<file path="config.mk">
export PLATFORM = sky130hd
export DESIGN_NAME = tf_fetch_flat
export DESIGN_NICKNAME = d
export VERILOG_FILES = /design/src/rtl/tf_fetch_pkg.sv /design/src/rtl/tf_fetch_if.sv /design/src/rtl/tf_fetch_skid2.sv /design/src/rtl/tf_fetch.sv /design/src/flat_wrapper.sv
export SDC_FILE = /design/constraint.sdc
export NUM_CORES = 1
export LEC_CHECK = 0
export CAP_MARGIN = 20
export CORE_UTILIZATION = 52
export DETAILED_ROUTE_END_ITERATION = 12
export DONT_BUFFER_PORTS = 1
export HOLD_SLACK_MARGIN = 0.06
export PLACE_DENSITY = 0.69
export SLEW_MARGIN = 20
export SYNTH_ARGS = -nofsm -noshare
export SYNTH_HDL_FRONTEND = slang
export SYNTH_SLANG_ARGS = --single-unit
export TNS_END_PERCENT = 10
</file>
<file path="constraint.sdc">
create_clock -name clk -period 9.7 [get_ports clk]
set_input_delay 1.455 -clock clk [delete_from_list [all_inputs] [get_ports clk]]
set_output_delay 1.455 -clock clk [all_outputs]
set_load 0.01 [all_outputs]
</file>
<file path="src/rtl/tf_fetch_pkg.sv">
// Shared FFT constants: operand widths, twiddle ROM geometry and the complex
// word layout used by the twiddle fetch, twiddle FIFO and butterfly.
package tf_fetch_pkg;
    localparam int float_len        = 32;
    localparam int tf_num           = 8;
    localparam int bram_tf_addr_len = 3;
    localparam int bram_addr_len    = 13;
    localparam int cword_len        = 2 * float_len;

    // real part in the upper half, imag in the lower half
    typedef logic [cword_len-1:0] cword_t;
endpackage

</file>
<file path="src/rtl/tf_fetch_if.sv">
// Control, ROM-read and FIFO-write signals of the twiddle fetch engine.
// master = the fetch engine, slave = the controller/ROM/FIFO side.
interface tf_fetch_if;
    import tf_fetch_pkg::*;

    logic                        start;
    logic [bram_addr_len-1:0]    pass_num;
    logic                        busy;
    logic                        done;
    logic                        tf_rd_en;
    logic [bram_tf_addr_len-1:0] tf_addr;
    cword_t                      tf_data;
    logic                        fifo_full;
    logic                        fifo_wr_en;
    cword_t                      fifo_din;

    modport master (
        input  start, pass_num, tf_data, fifo_full,
        output busy, done, tf_rd_en, tf_addr, fifo_wr_en, fifo_din
    );

    modport slave (
        output start, pass_num, tf_data, fifo_full,
        input  busy, done, tf_rd_en, tf_addr, fifo_wr_en, fifo_din
    );
endinterface

</file>
<file path="src/rtl/tf_fetch_skid2.sv">
// Two-entry FIFO-order skid buffer; entry 0 is always the head.
// The caller never pushes when full nor pops when empty.
module tf_skid2 #(
    parameter int W = 64
) (
    input  logic         clk,
    input  logic         rst,
    input  logic         push,
    input  logic [W-1:0] push_data,
    input  logic         pop,
    output logic [W-1:0] head,
    output logic [1:0]   cnt
);
    logic [W-1:0] ent0_q, ent0_d, ent1_q, ent1_d;
    logic [1:0]   cnt_q, cnt_d;

    always_comb begin
        ent0_d = ent0_q;
        ent1_d = ent1_q;
        cnt_d  = cnt_q;
        case ({push, pop})
            2'b10: begin
                if (cnt_q == 2'd0) ent0_d = push_data;
                else               ent1_d = push_data;
                cnt_d = cnt_q + 2'd1;
            end
            2'b01: begin
                ent0_d = ent1_q;
                cnt_d  = cnt_q - 2'd1;
            end
            2'b11: begin
                // count is unchanged; the incoming word lands behind the survivor
                if (cnt_q == 2'd1) begin
                    ent0_d = push_data;
                end else begin
                    ent0_d = ent1_q;
                    ent1_d = push_data;
                end
            end
            default: ;
        endcase
    end

    always_ff @(posedge clk or posedge rst) begin
        if (rst) begin
            ent0_q <= '0;
            ent1_q <= '0;
            cnt_q  <= '0;
        end else begin
            ent0_q <= ent0_d;
            ent1_q <= ent1_d;
            cnt_q  <= cnt_d;
        end
    end

    assign head = ent0_q;
    assign cnt  = cnt_q;
endmodule

</file>
<file path="src/rtl/tf_fetch.sv">
// Twiddle-factor fetch engine: sweeps the stage ROM pass_num times and streams
// the words into the twiddle FIFO through a 2-entry skid honouring fifo_full.
module tf_fetch #(
    parameter int float_len        = tf_fetch_pkg::float_len,
    parameter int tf_num           = tf_fetch_pkg::tf_num,
    parameter int bram_tf_addr_len = tf_fetch_pkg::bram_tf_addr_len,
    parameter int bram_addr_len    = tf_fetch_pkg::bram_addr_len
) (
    input logic        clk,
    input logic        rst,
    tf_fetch_if.master bus
);
    typedef enum logic [1:0] {IDLE, RUN, DRAIN, DONE} state_e;

    state_e                      state_q, state_d;
    logic [bram_tf_addr_len-1:0] addr_q, addr_d;
    logic [bram_addr_len-1:0]    pass_q, pass_d;
    logic [bram_addr_len-1:0]    pass_num_q, pass_num_d;
    logic                        inflight_q, inflight_d;

    logic [1:0]               cnt;
    logic [2*float_len-1:0]   head;
    logic                     rd_en, wr_en, addr_wrap, last_rd;
    logic [2:0]               occ;

    assign wr_en     = (cnt != 2'd0) && !bus.fifo_full;
    // occupancy the skid will have next cycle if nothing new is issued
    assign occ       = 3'(cnt) + 3'(inflight_q) - 3'(wr_en);
    assign rd_en     = (state_q == RUN) && (occ < 3'd2);
    assign addr_wrap = (addr_q == bram_tf_addr_len'(tf_num - 1));
    assign last_rd   = rd_en && addr_wrap && (pass_q == pass_num_q - bram_addr_len'(1));

    always_comb begin
        state_d    = state_q;
        addr_d     = addr_q;
        pass_d     = pass_q;
        pass_num_d = pass_num_q;
        inflight_d = rd_en;
        case (state_q)
            IDLE: begin
                if (bus.start) begin
                    pass_num_d = bus.pass_num;
                    addr_d     = '0;
                    pass_d     = '0;
                    state_d    = (bus.pass_num == '0) ? DONE : RUN;
                end
            end
            RUN: begin
                if (rd_en) begin
                    addr_d = addr_wrap ? '0 : addr_q + 1'b1;
                    if (addr_wrap) pass_d = pass_q + 1'b1;
                end
                if (last_rd) state_d = DRAIN;
            end
            // leave once the skid will be empty and nothing is in flight next cycle
            DRAIN:   if (occ == 3'd0) state_d = DONE;
            DONE:    state_d = IDLE;
            default: state_d = IDLE;
        endcase
    end

    always_ff @(posedge clk or posedge rst) begin
        if (rst) begin
            state_q    <= IDLE;
            addr_q     <= '0;
            pass_q     <= '0;
            pass_num_q <= '0;
            inflight_q <= 1'b0;
        end else begin
            state_q    <= state_d;
            addr_q     <= addr_d;
            pass_q     <= pass_d;
            pass_num_q <= pass_num_d;
            inflight_q <= inflight_d;
        end
    end

    tf_skid2 #(.W(2*float_len)) u_skid (
        .clk       (clk),
        .rst       (rst),
        .push      (inflight_q),
        .push_data (bus.tf_data),
        .pop       (wr_en),
        .head      (head),
        .cnt       (cnt)
    );

    assign bus.busy       = (state_q == RUN) || (state_q == DRAIN);
    assign bus.done       = (state_q == DONE);
    assign bus.tf_rd_en   = rd_en;
    assign bus.tf_addr    = addr_q;
    assign bus.fifo_wr_en = wr_en;
    assign bus.fifo_din   = head;
endmodule

</file>
<file path="src/flat_wrapper.sv">
// flat-port wrapper written by rule: the top's interface ports become plain ports
module tf_fetch_flat 
#(
    parameter int float_len        = tf_fetch_pkg::float_len,
    parameter int tf_num           = tf_fetch_pkg::tf_num,
    parameter int bram_tf_addr_len = tf_fetch_pkg::bram_tf_addr_len,
    parameter int bram_addr_len    = tf_fetch_pkg::bram_addr_len
)
  (clk, rst, bus_start, bus_pass_num, bus_tf_data, bus_fifo_full, bus_busy, bus_done, bus_tf_rd_en, bus_tf_addr, bus_fifo_wr_en, bus_fifo_din);
  tf_fetch_if bus_i ();
  input logic clk;
  input logic rst;
  input wire logic [$bits(bus_i.start)-1:0] bus_start;
  input wire logic [$bits(bus_i.pass_num)-1:0] bus_pass_num;
  input wire logic [$bits(bus_i.tf_data)-1:0] bus_tf_data;
  input wire logic [$bits(bus_i.fifo_full)-1:0] bus_fifo_full;
  output wire logic [$bits(bus_i.busy)-1:0] bus_busy;
  output wire logic [$bits(bus_i.done)-1:0] bus_done;
  output wire logic [$bits(bus_i.tf_rd_en)-1:0] bus_tf_rd_en;
  output wire logic [$bits(bus_i.tf_addr)-1:0] bus_tf_addr;
  output wire logic [$bits(bus_i.fifo_wr_en)-1:0] bus_fifo_wr_en;
  output wire logic [$bits(bus_i.fifo_din)-1:0] bus_fifo_din;
  assign bus_i.start = bus_start;
  assign bus_i.pass_num = bus_pass_num;
  assign bus_i.tf_data = bus_tf_data;
  assign bus_i.fifo_full = bus_fifo_full;
  assign bus_busy = bus_i.busy;
  assign bus_done = bus_i.done;
  assign bus_tf_rd_en = bus_i.tf_rd_en;
  assign bus_tf_addr = bus_i.tf_addr;
  assign bus_fifo_wr_en = bus_i.fifo_wr_en;
  assign bus_fifo_din = bus_i.fifo_din;
  tf_fetch #(.float_len(float_len), .tf_num(tf_num), .bram_tf_addr_len(bram_tf_addr_len), .bram_addr_len(bram_addr_len)) u_core (.clk(clk), .rst(rst), .bus(bus_i));
endmodule
</file>
After elaboration in Yosys (flattened, before gate mapping)

Index checks and enable logic that the tools add are counted.

Reduce and logical (&&, ||, !) cells: 21
Muxes and demuxes: 20
$lt $le $gt $ge: 1
Eq/ne operators: 17
$add $sub $neg: 7

Operators with widths:

| operator                | number |
|---|---|
| $mux W64                | 4 |
| $pmux W64 S3            | 1 |
| $pmux W64 S2            | 1 |
| $mux W13                | 3 |
| $pmux W13 S2            | 1 |
| $add A13 B1 Y13 const B | 1 |
| $eq A13 B13 Y1          | 1 |
| $logic_not A13 Y1       | 1 |
| $sub A13 B1 Y13 const B | 1 |
| $mux W3                 | 3 |
| $reduce_and A3 Y1       | 3 |
| $eq A2 B2 Y1 const B    | 4 |
| $mux W2                 | 4 |
| $ne A2 B1 Y1 const B    | 4 |
| $ne A2 B2 Y1 const B    | 4 |
| $pmux W2 S4             | 1 |
| $reduce_bool A2 Y1      | 4 |
| $eq A2 B1 Y1 const B    | 3 |
| $pmux W3 S2             | 1 |
| $logic_and A1 B1 Y1     | 4 |
| $logic_not A2 Y1        | 2 |
| $pmux W2 S2             | 1 |
| $reduce_and A2 Y1       | 2 |
| $reduce_and A4 Y1       | 1 |
| 11 further kinds        | 11 |

Logic and storage cells: 74
Register bits after elaboration: 162

Depth between registers and ports, before layout

Word-level depth: 9
Gate-level depth with buffers: 14

Hierarchy

A second synthesis with hierarchy kept.

Cell total of the unflattened synthesis: 738
Area total of the unflattened synthesis: 8109.0 um^2

By module, submodules not included:

| module   | instances | cells an instance | area each (um^2) | sequential area each (um^2) |
|---|---|---|---|---|
| tf_skid2 | 1         | 531               | 6097.1           | 3253.1 |
| tf_fetch | 1         | 207               | 2011.9           | 800.8 |

Least setup slack after synthesis

OpenSTA, ideal clock, no wires.

Kind: input -> output
Start: in bus_fifo_full
End: out bus_tf_rd_en
Data required time: 8.245 ns
Setup slack: 5.429 ns
Data arrival time: 2.816 ns
Buffers on the path: 0
Stages on the path: 6
Cell sequence: o21ai_0 > nand2_1 > ha_1 > fa_1 > xor2_2 > and3_1

Word-level cells in the longest chain between the ends: 5

Ends and longest elaborated chain:

| item                | line               | source |
|---|---|---|
| start: declaration  | flat_wrapper.sv:16 | `input wire logic [$bits(bus_i.fifo_full)-1:0] bus_fifo_full;` |
| $logic_not A1 Y1    | tf_fetch.sv:26     | `assign wr_en = (cnt != 2'd0) && !bus.fifo_full;` |
| $logic_and A1 B1 Y1 | tf_fetch.sv:26     |  |
| $sub A3 B1 Y3       | tf_fetch.sv:28     | `assign occ = 3'(cnt) + 3'(inflight_q) - 3'(wr_en);` |
| $lt A3 B2 Y1        | tf_fetch.sv:29     | `assign rd_en = (state_q == RUN) && (occ < 3'd2);` |
| $logic_and A1 B1 Y1 | tf_fetch.sv:29     |  |
| end: declaration    | flat_wrapper.sv:19 | `output wire logic [$bits(bus_i.tf_rd_en)-1:0] bus_tf_rd_en;` |

Every way passes these cells.

Final worst setup path

Start: reg u_core.u_skid.cnt_q[1], in the netlist u_core.u_skid.cnt[1]
End: out bus_tf_rd_en

Word-level cells in the longest chain between the ends: 5
Elaborated cells between the ends (all ways): 6
Those cells by class: add/sub (2); order compare (1); reduce/logical (3)

Ends and longest elaborated chain:

| item                     | line                 | source |
|---|---|---|
| start: declaration       | tf_fetch_skid2.sv:15 | `logic [1:0] cnt_q, cnt_d;` |
| start signal: assignment | tf_fetch_skid2.sv:52 | `cnt_q <= cnt_d;` |
| $reduce_bool A2 Y1       | tf_fetch.sv:26       |  |
| $logic_and A1 B1 Y1      | tf_fetch.sv:26       |  |
| via bus_fifo_wr_en       | flat_wrapper.sv:21   | `output wire logic [$bits(bus_i.fifo_wr_en)-1:0] bus_fifo_wr_en;` |
| $sub A3 B1 Y3            | tf_fetch.sv:28       |  |
| $lt A3 B2 Y1             | tf_fetch.sv:29       |  |
| $logic_and A1 B1 Y1      | tf_fetch.sv:29       |  |

The timed path passes the listed nets, and every way through them passes these cells.

==> impl_metrics.csv <==
group,metric,value,unit
synthesis,synth_ff_type,"dfrtp_1",
power_and_ir_drop,internal_power,0.00173,W
critical_path,worstSetupPathType,"reg -> out",
power_and_ir_drop,seqPwrFrac,0.466,
critical_path,crit_fanout,5,
sta,finalCritPeriodShare,0.461,
placed_design,placed_area,7710,µm²
power_and_ir_drop,switchingPower,0.000898,W
finish,final_util,0.592,
finish,drive_gt1_frac,0.174,
finish,antenna_cells,0,
synthesis,ys_async_sr_fraction,1.00,
sta,rsz0062_at_grt,"false",
clocking,cts_sinks,162,
clocking,htree_num_levels,4,
critical_path,cp.required,8.25,ns
critical_path,path_depth,9,
sta,fin_setup_tns,0,ns
placed_design,gp_congestion,0.827,
floorplanning,io_pins,152,
synthesis,synth_warnings,0,
route,via_per_inst,5.82,
route,dr.first_iter.drc_count,280,
placed_design,dp_hpwl,10.2,mm
clocking,holdBufCountCts,0,
critical_path,end_kind,"output pin",
global_route,grt_first_pass_wirelength,23.7,mm
synthesis,synth_edf_count,0,
sta,drv_slew,0,
synthesis,synth.avg_cell_area,11.6,µm²
floorplanning,die_area,15100,µm²
placed_design,portBuffers,0,
floorplanning,rows,43,
floorplanning,initial_core_util,0.541,
synthesis,synth_fp_nets,745,
power_and_ir_drop,power.density,316,nW/µm²
hold_path,min_from,"u_core.u_skid.ent1_q[56]",
route,drc_errors,0,
synthesis,syn_inst,652,
sta,max-slew-margin-rel,0.249,
critical_path,crit_path_cell_trace,"inv_1 > ha_1 > nor2_1 > nand2_1 > nand2_1 > ha_1 > fa_1 > xor2_2 > and3_1",
sta,fmax,0.223,GHz
clocking,postCtsSetupBuffers,0,
synthesis,syn-cell-area,7590,µm²
global_route,antenna_found_initial,0,
finish,final_nets,731,
critical_path,reg2regPathDepth,14,
hold_path,hold_depth,1,
clocking,cts_tree,"done",
critical_path,cp_top_family,"adder cells",
global_route,grt_max_degree,117,
clocking,clkTransAtPathRegs,0.06,ns
synthesis,seq_area_frac_synth,0.534,
sta,layout_min_cycle_time,4.48,ns
synthesis,ys_ff_latch,162,
sta,hold_violations,0,
critical_path,r2r_start,"u_core.u_skid.cnt[1]",
route,ant_nets,0,
route,firstDrtPassIters,4,
global_route,grt_pass1_vias,4848,
floorplanning,dieWidth,123,µm
power_and_ir_drop,p_leak,3.62,nW
finish,fillCellCount,1166,
route,wl_per_cell,17.9,µm
sta,setup_viol,0,
hold_path,min_path_type,"reg -> reg",
critical_path,startpoint_type,"flop",
clocking,clock_path_buffers,2,
critical_path,cp_slowest_cell,"ha_1",
clocking,cts_root_buf,"clkbuf_16",
flow_run,cap_viol_max_count,0,
global_route,grtUsageTotal,0.204,
clocking,cts_resized,0,
global_route,grt_overflow,0,
power_and_ir_drop,vdd.ir_drop.worst,0.000156,V
power_and_ir_drop,swShare,0.342,
power_and_ir_drop,clockPowerShare,0.255,
run_status,status,"finished clean",
floorplanning,coreArea,14000,µm²
finish,syn_to_final_growth,9.42,%
sta,finClkSkew,0.00736,ns
route,drt-total-wl,14.9,mm
route,dr_total_vias,4833,
finish,design_area,8310,µm²
clocking,cts_buffers,17,
sta,tightest_slew,1.13,ns
floorplanning,die_h,123,µm
critical_path,startpoint,"u_core.u_skid.cnt[1]",
clocking,insertion_delay,0.41,ns
critical_path,path_buf_inv,1,
power_and_ir_drop,p_total,0.00262,W
power_and_ir_drop,p_comb_frac,0.280,
critical_path,max_stage_delay,0.43,ns
critical_path,cp.arrival,3.02,ns
synthesis,synth.distinct_cells,61,
path summary, 6_finish.rpt:
check | to | slack [ns]
worst max register to register | u_core.state_q[1] | 5.73
worst min-delay path | u_core.u_skid.ent1_q[56] | 0.49
max in group asynchronous | u_core.u_skid.head[61] | 7.23
worst min register to register | u_core.u_skid.ent1_q[56] | 0.49
min in group asynchronous | u_core.u_skid.ent1_q[20] | 1.08
worst max-delay path | bus_tf_rd_en | 5.22
registers in the layout (all words and copies together), names as in the netlist:
name / count
u_core.u_skid.ent1_q: 64
u_core.u_skid.head: 64
u_core.pass_num_q: 13
u_core.pass_q: 13
u_core.bus.tf_addr: 3
u_core.state_q: 2
u_core.u_skid.cnt: 2
u_core.inflight_q: 1
power groups by stage:
stage | logic [W] | registers [W] | clock network [W]
after detailed placement | 0.000747 | 0.00124 | 0
after global routing | 0.000825 | 0.00126 | 0.000715
after global placement | 0.000708 | 0.00122 | 0
after CTS | 0.000747 | 0.00123 | 0.000687
final | 0.000734 | 0.00122 | 0.000668
after floorplan | 0.000617 | 0.00117 | 0
worst register-to-register path: stages, from the launching register on:
cell and delay (ns):
dfrtp_1 0.41, inv_1 0.18, ha_1 0.43, nor2_1 0.17
nand2_1 0.19, nand2_1 0.12, ha_1 0.22, fa_1 0.40
xor2_2 0.19, o211ai_1 0.13, a2111o_1 0.37, a2111oi_2 0.35
o2111ai_1 0.27, a21oi_2 0.26, mux2i_1 0.21
placed cells by master (no fill, tap or decap), types with 3 or more instances in the layout:
| cell | count |
|---|---|
| nand3_1 | 5 |
| mux2i_1 | 66 |
| a21oi_1 | 4 |
| inv_1 | 15 |
| nor4_1 | 4 |
| o21ai_0 | 75 |
| xor2_1 | 10 |
| buf_4 | 4 |
| clkbuf_16 | 17 |
| ha_1 | 11 |
| mux2_2 | 63 |
| inv_6 | 4 |
| nand4_1 | 7 |
| nor3_1 | 4 |
| and3_1 | 3 |
| dfrtp_1 | 162 |
| mux2_1 | 16 |
| nor2_1 | 21 |
| clkbuf_8 | 3 |
| or3_1 | 5 |
| nand2_1 | 86 |
| xnor2_1 | 10 |
cells in the mapped netlist (all sizes together), types with 8 or more instances:
library cell / count / area share
dfrtp: 162 / 0.53
nor2: 21 / 0.010
inv: 16 / 0.0079
mux2i: 67 / 0.088
nand2: 86 / 0.043
xor2: 12 / 0.016
buf: 16 / 0.013
xnor2: 10 / 0.012
mux2: 79 / 0.12
o21ai: 75 / 0.049
nand4: 8 / 0.0086
ha: 11 / 0.018
clkbuf: 21 / 0.010
metal layers:
layer  up-vias  GRT usage  routed length (µm)
li1       2261          -                   -
met1      2419      0.249                6240
met2       126      0.333                7330
met3        27     0.0655                1030
met4         0     0.0854                 295
met5         -          0                   0
area by class of cell:
| class | instances | area [µm²] | share of cell area |
|---|---|---|---|
| Clock inverter | 9 | 121 | 0.0146 |
| Sequential cell | 162 | 4050 | 0.488 |
| Timing Repair Buffer | 4 | 30.0 | 0.00361 |
| Tap cell | 180 | 225 | 0.0271 |
| Multi-Input combinational cell | 437 | 3340 | 0.402 |
| Clock buffer | 22 | 474 | 0.0571 |
| Inverter | 16 | 65.1 | 0.00783 |
per-stage QoR:
stage | hold WS [ns] | cells | setup WS, ns
floorplan | 0.458 | 652 | 3.87
global placement | 0.467 | 799 | 5.31
detailed placement | 0.475 | 799 | 5.26
CTS | 0.489 | 830 | 5.19
global route | 0.501 | 830 | 5.06
finish | 0.487 | 830 | 5.22
cells by family after synthesis:
| group | after synthesis | share of synthesized area |
|---|---|---|
| buffers and inverters | 53 | 0.0313 |
| multiplexers | 146 | 0.205 |
| adder cells (fa/ha/maj) | 12 | 0.0208 |
| flip-flops | 162 | 0.534 |
| AO/OA/AOI/OAI | 100 | 0.0768 |
| XOR/XNOR | 24 | 0.0333 |
| AND/OR/NAND/NOR | 155 | 0.0985 |
Note: power is estimated with default switching activity, not from simulation.
